$ cat src/rtl/regfile_wb_sched_if.sv
// Bus interface for regfile_wb_sched.
// It groups the issue handshake, the ALU and LSU writeback handshakes,
// the regfile write port and the status outputs.
//   master : the surrounding pipeline. It drives issue and writeback
//            requests, and it observes the readies, the write port and
//            the status outputs.
//   slave  : the scheduler.
interface regfile_wb_sched_if #(
  parameter int ADDR_W = 5,
  parameter int DATA_W = 32
);
  // issue side
  logic              iss_valid;
  logic              iss_ready;
  logic [ADDR_W-1:0] iss_rs1;
  logic [ADDR_W-1:0] iss_rs2;
  logic [ADDR_W-1:0] iss_rd;
  logic              iss_rd_we;
  // ALU writeback
  logic              alu_wb_valid;
  logic              alu_wb_ready;
  logic [ADDR_W-1:0] alu_wb_addr;
  logic [DATA_W-1:0] alu_wb_data;
  // LSU writeback
  logic              lsu_wb_valid;
  logic              lsu_wb_ready;
  logic [ADDR_W-1:0] lsu_wb_addr;
  logic [DATA_W-1:0] lsu_wb_data;
  // regfile write port and status
  logic              wr_enable;
  logic [ADDR_W-1:0] wr_addr;
  logic [DATA_W-1:0] wr_data;
  logic [ADDR_W:0]   busy_count;
  logic              err_spurious;

  modport master (
    output iss_valid, iss_rs1, iss_rs2, iss_rd, iss_rd_we,
    output alu_wb_valid, alu_wb_addr, alu_wb_data,
    output lsu_wb_valid, lsu_wb_addr, lsu_wb_data,
    input  iss_ready, alu_wb_ready, lsu_wb_ready,
    input  wr_enable, wr_addr, wr_data, busy_count, err_spurious
  );

  modport slave (
    input  iss_valid, iss_rs1, iss_rs2, iss_rd, iss_rd_we,
    input  alu_wb_valid, alu_wb_addr, alu_wb_data,
    input  lsu_wb_valid, lsu_wb_addr, lsu_wb_data,
    output iss_ready, alu_wb_ready, lsu_wb_ready,
    output wr_enable, wr_addr, wr_data, busy_count, err_spurious
  );
endinterface

$ cat src/rtl/regfile_wb_sched.sv
// regfile_wb_sched
// This block sits on the issue side, next to the 32-entry register file.
//   - A busy bit is kept per destination register. Issue stalls on a
//     RAW or WAW hazard against a busy register.
//   - The single regfile write port is shared by ALU and LSU writeback.
//     A round-robin arbiter picks one source per cycle.
//   - The granted writeback passes through one registered output stage
//     (wr_enable/wr_addr/wr_data). The busy bit clears on the same edge
//     that the regfile commits the write.
// Ports:
//   clk   : clock. All state updates on the rising edge.
//   reset : synchronous, active-high.
//   bus   : regfile_wb_sched_if.slave. It carries:
//             - the issue handshake,
//             - the ALU and LSU writeback handshakes,
//             - the regfile write port,
//             - busy_count and err_spurious.
module regfile_wb_sched #(
  parameter int ADDR_W = 5,
  parameter int DATA_W = 32,
  parameter int NREG   = 32
) (
  input logic               clk,
  input logic               reset,
  regfile_wb_sched_if.slave bus
);

  logic [NREG-1:0]   busy;
  logic [NREG-1:0]   busy_next;
  logic              last_grant_lsu;
  logic              hazard;
  logic              iss_fire;
  logic              grant_alu;
  logic              grant_lsu;
  logic              grant_any;
  logic [ADDR_W-1:0] grant_addr;
  logic [DATA_W-1:0] grant_data;
  logic              grant_spurious;

  function automatic logic [ADDR_W:0] popcount(input logic [NREG-1:0] v);
    logic [ADDR_W:0] c;
    c = '0;
    for (int i = 0; i < NREG; i++) begin
      c = c + {{ADDR_W{1'b0}}, v[i]};
    end
    return c;
  endfunction

  // Issue: the hazard check uses only the registered busy bits.
  // busy[0] is never set, so x0 can never stall.
  always_comb begin
    hazard = busy[bus.iss_rs1] | busy[bus.iss_rs2] |
             (bus.iss_rd_we & busy[bus.iss_rd]);
    bus.iss_ready = !reset && !hazard;
    iss_fire = bus.iss_valid && bus.iss_ready;
  end

  // Round-robin arbitration. A tie goes to the source that did not win last.
  always_comb begin
    grant_alu = !reset && bus.alu_wb_valid &&
                (!bus.lsu_wb_valid || last_grant_lsu);
    grant_lsu = !reset && bus.lsu_wb_valid &&
                (!bus.alu_wb_valid || !last_grant_lsu);
    grant_any = grant_alu || grant_lsu;
    bus.alu_wb_ready = grant_alu;
    bus.lsu_wb_ready = grant_lsu;
    grant_addr = grant_lsu ? bus.lsu_wb_addr : bus.alu_wb_addr;
    grant_data = grant_lsu ? bus.lsu_wb_data : bus.alu_wb_data;
    // A writeback to a nonzero register that nobody is waiting on.
    grant_spurious = grant_any && (grant_addr != '0) && !busy[grant_addr];
  end

  // Next busy vector.
  // The clear is for the write that the regfile commits at this edge.
  // The set is for the issuing instruction. If both hit the same
  // register, the later producer owns it, so the set is applied last.
  always_comb begin
    busy_next = busy;
    if (bus.wr_enable) begin
      busy_next[bus.wr_addr] = 1'b0;
    end
    if (iss_fire && bus.iss_rd_we && (bus.iss_rd != '0)) begin
      busy_next[bus.iss_rd] = 1'b1;
    end
    busy_next[0] = 1'b0;
  end

  // Registered state and output stage. busy_count is registered from
  // busy_next, so it always matches the busy vector in the same cycle.
  always_ff @(posedge clk) begin
    if (reset) begin
      busy           <= '0;
      busy_count_reset();
    end else begin
      busy           <= busy_next;
      bus.busy_count <= popcount(busy_next);
      bus.err_spurious <= grant_spurious;
      if (grant_any) begin
        last_grant_lsu <= grant_lsu;
        bus.wr_addr    <= grant_addr;
        bus.wr_data    <= grant_data;
        bus.wr_enable  <= (grant_addr != '0);
      end else begin
        bus.wr_enable  <= 1'b0;
      end
    end
  end

  task automatic busy_count_reset();
    bus.busy_count   <= '0;
    bus.wr_enable    <= 1'b0;
    bus.wr_addr      <= '0;
    bus.wr_data      <= '0;
    bus.err_spurious <= 1'b0;
    // Reset leaves last_grant = LSU, so the ALU wins the first tie.
    last_grant_lsu   <= 1'b1;
  endtask

endmodule

$ cat src/flat_wrapper.sv
// flat-port wrapper written by rule: the top's interface ports become plain ports
module regfile_wb_sched_flat 
#(
  parameter int ADDR_W = 5,
  parameter int DATA_W = 32,
  parameter int NREG   = 32
)
  (clk, reset, bus_iss_valid, bus_iss_rs1, bus_iss_rs2, bus_iss_rd, bus_iss_rd_we, bus_alu_wb_valid, bus_alu_wb_addr, bus_alu_wb_data, bus_lsu_wb_valid, bus_lsu_wb_addr, bus_lsu_wb_data, bus_iss_ready, bus_alu_wb_ready, bus_lsu_wb_ready, bus_wr_enable, bus_wr_addr, bus_wr_data, bus_busy_count, bus_err_spurious);
  regfile_wb_sched_if #(.ADDR_W(ADDR_W), .DATA_W(DATA_W)) bus_i ();
  input logic clk;
  input logic reset;
  input wire logic [$bits(bus_i.iss_valid)-1:0] bus_iss_valid;
  input wire logic [$bits(bus_i.iss_rs1)-1:0] bus_iss_rs1;
  input wire logic [$bits(bus_i.iss_rs2)-1:0] bus_iss_rs2;
  input wire logic [$bits(bus_i.iss_rd)-1:0] bus_iss_rd;
  input wire logic [$bits(bus_i.iss_rd_we)-1:0] bus_iss_rd_we;
  input wire logic [$bits(bus_i.alu_wb_valid)-1:0] bus_alu_wb_valid;
  input wire logic [$bits(bus_i.alu_wb_addr)-1:0] bus_alu_wb_addr;
  input wire logic [$bits(bus_i.alu_wb_data)-1:0] bus_alu_wb_data;
  input wire logic [$bits(bus_i.lsu_wb_valid)-1:0] bus_lsu_wb_valid;
  input wire logic [$bits(bus_i.lsu_wb_addr)-1:0] bus_lsu_wb_addr;
  input wire logic [$bits(bus_i.lsu_wb_data)-1:0] bus_lsu_wb_data;
  output wire logic [$bits(bus_i.iss_ready)-1:0] bus_iss_ready;
  output wire logic [$bits(bus_i.alu_wb_ready)-1:0] bus_alu_wb_ready;
  output wire logic [$bits(bus_i.lsu_wb_ready)-1:0] bus_lsu_wb_ready;
  output wire logic [$bits(bus_i.wr_enable)-1:0] bus_wr_enable;
  output wire logic [$bits(bus_i.wr_addr)-1:0] bus_wr_addr;
  output wire logic [$bits(bus_i.wr_data)-1:0] bus_wr_data;
  output wire logic [$bits(bus_i.busy_count)-1:0] bus_busy_count;
  output wire logic [$bits(bus_i.err_spurious)-1:0] bus_err_spurious;
  assign bus_i.iss_valid = bus_iss_valid;
  assign bus_i.iss_rs1 = bus_iss_rs1;
  assign bus_i.iss_rs2 = bus_iss_rs2;
  assign bus_i.iss_rd = bus_iss_rd;
  assign bus_i.iss_rd_we = bus_iss_rd_we;
  assign bus_i.alu_wb_valid = bus_alu_wb_valid;
  assign bus_i.alu_wb_addr = bus_alu_wb_addr;
  assign bus_i.alu_wb_data = bus_alu_wb_data;
  assign bus_i.lsu_wb_valid = bus_lsu_wb_valid;
  assign bus_i.lsu_wb_addr = bus_lsu_wb_addr;
  assign bus_i.lsu_wb_data = bus_lsu_wb_data;
  assign bus_iss_ready = bus_i.iss_ready;
  assign bus_alu_wb_ready = bus_i.alu_wb_ready;
  assign bus_lsu_wb_ready = bus_i.lsu_wb_ready;
  assign bus_wr_enable = bus_i.wr_enable;
  assign bus_wr_addr = bus_i.wr_addr;
  assign bus_wr_data = bus_i.wr_data;
  assign bus_busy_count = bus_i.busy_count;
  assign bus_err_spurious = bus_i.err_spurious;
  regfile_wb_sched #(.ADDR_W(ADDR_W), .DATA_W(DATA_W), .NREG(NREG)) u_core (.clk(clk), .reset(reset), .bus(bus_i));
endmodule
$ cat config.mk
export PLATFORM = sky130hd
export DESIGN_NAME = regfile_wb_sched_flat
export DESIGN_NICKNAME = d
export VERILOG_FILES = /design/src/rtl/regfile_wb_sched_if.sv /design/src/rtl/regfile_wb_sched.sv /design/src/flat_wrapper.sv
export SDC_FILE = /design/constraint.sdc
export NUM_CORES = 1
export LEC_CHECK = 0
export ABC_AREA = 1
export BUFFER_PORTS_ARGS = -buffer_cell sky130_fd_sc_hd__buf_2
export CAP_MARGIN = 20
export CELL_PAD_IN_SITES_DETAIL_PLACEMENT = 0
export CELL_PAD_IN_SITES_GLOBAL_PLACEMENT = 1
export CORE_MARGIN = 2
export CORE_UTILIZATION = 40
export DETAILED_ROUTE_END_ITERATION = 8
export HOLD_SLACK_MARGIN = 0.05
export PLACE_DENSITY_LB_ADDON = 0.1
export SLEW_MARGIN = 20
export SYNTH_ARGS = -nofsm -noshare
export SYNTH_HDL_FRONTEND = slang
export SYNTH_SLANG_ARGS = --single-unit
$ cat constraint.sdc
create_clock -name clk -period 18.6 [get_ports clk]
set_input_delay 2.79 -clock clk [delete_from_list [all_inputs] [get_ports clk]]
set_output_delay 2.79 -clock clk [all_outputs]
set_load 0.01 [all_outputs]
After elaboration in Yosys (flattened, before gate mapping)
Index checks and enable logic that the tools add are counted.

Output and inout bits: 48. Word-level logic and storage cells: 92. Bits of input ports: 95. Bits in registers: 78.

Bitwise operators: 7. Multiplexer cells: 16. Order comparisons: 7. Reduce and logical (&&, ||, !) cells: 24. $add $sub $neg: 30.

Operators by type and width (count): $add A6 B1 Y6 (29); $mux W32 (3); $and A32 B32 Y32 (1); $not A32 Y32 (1); $or A32 B32 Y32 (1); $lt A5 B6 Y1 const B (5); $bmux W1 S5 (4); $logic_and A1 B1 Y1 (12); $demux W1 S5 (2); $ge A5 B1 Y1 const B (2); $reduce_bool A5 Y1 (2); $logic_not A1 Y1 (6); $mux W1 (6); $mux W5 (1); $logic_or A1 B1 Y1 (3); $add A1 B1 Y2 (1); $or A1 B1 Y1 (2); $reduce_or A2 Y1 (1); $and A1 B1 Y1 (1); $not A1 Y1 (1).

Longest topological paths before layout
Depth after elaboration: 40. Mapped depth: 38. Depth with buffers taken out: 36.

Worst setup path after synthesis
OpenSTA, ideal clock, no wires.

Path type: input port to flip-flop. From: input bus_iss_rd[0]. To: register u_core.bus.busy_count[4]. Cell stages on the path: 37. Setup slack: 9.916 ns. Arrival: 8.564 ns. Library setup time: 0.119 ns. Cell sequence: buf_4 > buf_6 > nand2_1 > nand2_1 > nand2_1 > nand2_1 > nand2_1 > nand2_1 > nor2_1 > nand2_1 > a21oi_4 > buf_2 > nand4_1 > nand2_1 > inv_1 > ha_1 > fa_1 > fa_1 > inv_1 > fa_1 > inv_1 > fa_1 > fa_1 > inv_1 > fa_1 > inv_1 > ha_1 > inv_1 > fa_1 > inv_1 > nand2_1 > inv_1 > nor2_1 > nor2_1 > nor2_1 > o21ai_0 > a21oi_1.

Word-level cells in the longest chain between the ends: 40. Elaborated cells between the ends (all ways): 47. Classes of those cells: add/sub (30); order compare (2); mux (5); bitwise (3); reduce/logical (7).

RTL lines: start: declaration (line flat_wrapper.sv:15) `input wire logic [$bits(bus_i.iss_rd)-1:0] bus_iss_rd;`; $bmux W1 S5 (line regfile_wb_sched.sv:53) `(bus.iss_rd_we & busy[bus.iss_rd]);`; $mux W1 (implied by the code) (line regfile_wb_sched.sv:53); $and A1 B1 Y1 (line regfile_wb_sched.sv:53); $or A1 B1 Y1 (line regfile_wb_sched.sv:52) `hazard = busy[bus.iss_rs1] | busy[bus.iss_rs2] |`; $logic_not A1 Y1 (line regfile_wb_sched.sv:54) `bus.iss_ready = !reset && !hazard;`; $logic_and A1 B1 Y1 (line regfile_wb_sched.sv:54); $logic_and A1 B1 Y1 (line regfile_wb_sched.sv:55) `iss_fire = bus.iss_valid && bus.iss_ready;`; $logic_and A1 B1 Y1 (2 in a row) (line regfile_wb_sched.sv:82) `if (iss_fire && bus.iss_rd_we && (bus.iss_rd != '0)) begin`; $mux W32 * (line regfile_wb_sched.sv:82); via u_core.busy_next[2] (line regfile_wb_sched.sv:29) `logic [NREG-1:0] busy_next;`; $add A1 B1 Y2 * (line regfile_wb_sched.sv:44) `c = c + {{ADDR_W{1'b0}}, v[i]};`; $add A6 B1 Y6 * (29 in a row) (line regfile_wb_sched.sv:44); end signal: assignment (line regfile_wb_sched.sv:96) `bus.busy_count <= popcount(busy_next);`; end: declaration (line regfile_wb_sched_if.sv:49) `output wr_enable, wr_addr, wr_data, busy_count, err_spurious`.

The timed path passes the listed nets; every way through them passes the cells marked *. The select of a mux whose other input is x is not followed. A chain may end at the register's enable or synchronous reset.

Worst setup path in the final report
From: input bus_iss_rs2[0]. To: register u_core.bus.busy_count[4].

Word-level cells in the longest chain between the ends: 40.

RTL lines: start: declaration (line flat_wrapper.sv:14) `input wire logic [$bits(bus_i.iss_rs2)-1:0] bus_iss_rs2;`; $bmux W1 S5 (line regfile_wb_sched.sv:52); $mux W1 (implied by the code) (line regfile_wb_sched.sv:52); $or A1 B1 Y1 (2 in a row) (line regfile_wb_sched.sv:52); $logic_not A1 Y1 (line regfile_wb_sched.sv:54); $logic_and A1 B1 Y1 (line regfile_wb_sched.sv:54); $logic_and A1 B1 Y1 (line regfile_wb_sched.sv:55); $logic_and A1 B1 Y1 (2 in a row) (line regfile_wb_sched.sv:82); $mux W32 (line regfile_wb_sched.sv:82); via u_core.busy_next[2] (line regfile_wb_sched.sv:29); $add A1 B1 Y2 (line regfile_wb_sched.sv:44); $add A6 B1 Y6 (29 in a row) (line regfile_wb_sched.sv:44).

The timed path passes the listed nets, and every way through them passes these cells. The select of a mux whose other input is x is not followed.

==> results.txt <==
----------------------------------------------------
[Placement]
  Placer Congestion ... approximately 1
  Half-perimeter wire length after placement ... roughly 16 mm
  Port Buf Inserts ... ~140

[Synthesis]
  Cell area after synthesis ... roughly 5900 sq um
  Share of flip-flops with an asynchronous set or reset ... 0
  Share of Yosys cell area claimed by the top area cell type ... 0.262
  Count of synthesis-stage warnings from yosys ... 0
  Cell with the most instances after synthesis ... sky130_fd_sc_hd__nand2_1
  Library cell with the largest summed area after synthesis ... sky130_fd_sc_hd__dfxtp_1
  Post-Syn Instances ... between 900 and 1000
  Number of enable flip-flop cells after synthesis ... 0
  Number of unique standard cell types used by synthesis ... 30
  Synthesized area per cell ... between 6 and 7 sq um
  Largest cells by area after synthesis ... sky130_fd_sc_hd__dfxtp_1 26%, sky130_fd_sc_hd__nand2_1 20%, sky130_fd_sc_hd__inv_1 8.9%, sky130_fd_sc_hd__fa_1 7.8%, sky130_fd_sc_hd__nand3_1 5.5%
  Top cells by instance count after synthesis ... 313 x sky130_fd_sc_hd__nand2_1, 140 x sky130_fd_sc_hd__inv_1, 81 x sky130_fd_sc_hd__nor2_1
  Most common flop cell mapped by yosys ... sky130_fd_sc_hd__dfxtp_1
  Post-synthesis sequential area ratio ... 0.262
  Post-synthesis net count ... about 1100
  #FFs+latches synth ... 77

[Timing]
  Worst slew slack as a fraction of its limit ... 0.346
  Hold Fails Final Rpt ... 0
  Worst Max-Slew Pin Slew ... 0.973 ns
  Final period utilization ... 0.508
  Post-Route Skew ... approximately 0.0055 ns
  Tightest hold margin ... 0.478 ns
  Final count of pins violating max slew ... 0
  Period minus WS final ... about 9.5 ns
  Setup total negative slack ... 0 ns
  Final setup vio count ... 0
  Maximum clock rate ... 0.106 GHz
  RSZ-0062 raised after global routing ... no

[Min path]
  HP Start ... u_core.bus.wr_data[6]$_SDFFE_PP0P_
  Hold Path End ... u_core.bus.wr_data[6]$_SDFFE_PP0P_
  Cell depth of the worst min-delay path ... 2
  Worst min path class ... reg -> reg

[Cells and area]
  Ratio of cells with drive above 1 in the final layout ... 0.159
  Final net count ... 1202
  Antenna diode instance count ... 0
  Area growth from synthesis to layout ... 18.3%
  Utilization after layout ... 0.482

[Worst setup path]
  Largest stage delay on the critical path ... ~0.65 ns
  Slowest cell on the critical path ... sky130_fd_sc_hd__nor2_4
  Length in cells of the worst reg-to-reg path ... 35
  Setup slack of the most critical reg-to-reg path ... between 10 and 15 ns
  Maximum fanout along the worst path ... 33
  Type of element launching the critical path ... input port
  CP endpoint kind ... register
  Terminus of the critical flop-to-flop path ... u_core.bus.busy_count[4]$_SDFF_PP0_
  Most frequent cell on the critical path ... sky130_fd_sc_hd__inv_1
  Worst EP arrival ... about 9.7 ns
  Launch instance of the worst register-to-register path ... u_core.busy[26]$_SDFF_PP0_
  Setup Crit Path Kind ... in -> reg
  Data required time of the worst path ... 18.83 ns

[Clocking]
  Quantity of gates resized following cts ... 0
  Clk_lat worst skew ... about 0.34 ns
  Number of buffers inserted by post-CTS setup repair ... 0
  Max clock buf depth ... 2
  Number of H-tree levels ... 3
  Root buffer cell ... sky130_fd_sc_hd__clkbuf_16
  Clock sink count ... 77
  Hold-fix buffers at CTS ... 0
  Clock-pin transition on the worst setup and hold timing paths ... roughly 0.060 ns
  Number of clock buffers inserted by TritonCTS ... 9
  CTS tree ... yes

[Route]
  Number of vias per cell after detailed routing ... a little over 5
  Post-DRT Antenna Nets ... 0
  DR iter-0 viols ... 644
  DRC violations left ... 0
  Total vias in the final route ... roughly 6600
  Average routed wire per standard cell ... between 15 and 20 um
  Overall routed net length ... approximately 21 mm
  Detailed-routing iteration count for the pre-antenna-repair pass ... 5

[Outcome]
  Run status ... finished clean

[Power]
  Peak VDD IR ... between 0.00004 and 0.00005 V
  Areal power density over the cells ... 74.6 nW/um^2
  Static Leak ... ~3.6 nW

[Floorplan]
  Core region area ... 14400 sq um
  Initial core utilization ... 0.407
  Height of the die ... about 130 um
  Total number of placement rows ... 44
  Die width ... about 130 um
  Die Area ... 15700 sq um
  Io pins ... ~140

[GRT]
  Vias in the first global route ... about 6400
  Global-route wire length before repair ... 34.0 mm
  GRT Overall Usage ... 0.275
  Grt ovf ... 0
  Number of antenna violations at the first check in global routing ... 0
  Maximum number of pins on one net before global-route repair ... 53

[Job]
  Max-cap check violation count ... 0

----------------------------------------------------
==> critical path: cells and delay by family <==
kind | cells | cell delay (ns)
buf+inv | 10 | 0.98
simple gates | 15 | 1.95
fa+ha+maj | 9 | 3.73
compound gates | 2 | 0.19
==> metal layers <==
layer | up-vias | wire, um | track usage
li1 | 3312 | - | -
met1 | 2938 | 9110 | 0.363
met2 | 261 | 9250 | 0.428
met3 | 60 | 1740 | 0.0488
met4 | 0 | 1130 | 0.150
met5 | - | 0 | 0
==> flip-flops by register name (all words and copies together) (netlist names) <==
signal and flops:
u_core.bus.wr_data 32, u_core.bus.wr_enable 1, u_core.bus.busy_count 6, u_core.bus.wr_addr 5, u_core.last_grant_lsu 1, u_core.busy 31, u_core.bus.err_spurious 1
==> worst max path at each step <==
stage / from / to / slack [ns] / cells after the start
after floorplan: bus_iss_rd[0] / u_core.bus.busy_count[4]$_SDFF_PP0_ / 9.92 / 37
after global placement: bus_iss_rs2[0] / u_core.bus.busy_count[4]$_SDFF_PP0_ / 8.87 / 36
after detailed placement: bus_iss_rs2[0] / u_core.bus.busy_count[4]$_SDFF_PP0_ / 8.80 / 36
after CTS: bus_iss_rs2[0] / u_core.bus.busy_count[4]$_SDFF_PP0_ / 9.17 / 36
after global routing: bus_iss_rs2[0] / u_core.bus.busy_count[4]$_SDFF_PP0_ / 8.56 / 36
final: bus_iss_rs2[0] / u_core.bus.busy_count[4]$_SDFF_PP0_ / 9.15 / 36
==> through the flow <==
| step | std cells | total power, mW | instance area [sq um] | setup WS (ns) |
|---|---|---|---|---|
| final | 1264 | 0.518 | 6950 | 9.15 |
| after floorplan | 962 | 0.279 | 5870 | 9.92 |
| after global routing | 1264 | 0.550 | 6950 | 8.56 |
| after global placement | 1248 | 0.325 | 6620 | 8.87 |
| after CTS | 1264 | 0.520 | 6950 | 9.17 |
| after detailed placement | 1248 | 0.323 | 6620 | 8.80 |
==> final cells by class <==
class / instances / area (sq um)
clock inverters: 5 / 82.6
well taps: 184 / 230
repair buffers: 147 / 748
inverters: 143 / 539
multi-input cells: 697 / 3560
fillers: 1646 / 7480
clock buffers: 11 / 243
flip-flops and latches: 77 / 1540
==> report_power, final <==
| group | leakage (nW) | switching, mW | internal, mW |
|---|---|---|---|
| Combinational | 2.85 | 0.0883 | 0.0489 |
| Clock | 0.160 | 0.0744 | 0.122 |
| Sequential | 0.631 | 0.00796 | 0.177 |
| Total | 3.64 | 0.171 | 0.348 |
==> layout by cell type (no fill, tap or decap), drive strengths merged <==
master	netlist	final
nand2	313	313
or2	1	1
a31oi	30	30
dfxtp	77	77
nor2	84	84
nand3	66	66
nor3	19	19
a21oi	62	62
clkbuf	19	11
o211ai	9	9
buf	26	147
mux2i	1	1
ha	9	9
o31ai	3	3
o21ai	43	43
fa	23	23
nand4	33	33
bufinv	0	2
inv	143	144
clkinv	0	2
a211oi	1	1
==> kinds of logic after synthesis <==
family	after synthesis	share of synthesized area
and+or+nand+nor	516	0.367
DFF	77	0.262
buffers and inverters	188	0.131
adders and majority gates	32	0.0976
muxes	1	0.00170
AOI/OAI and AO/OA	148	0.141
Power figures use the tool's default switching activity.
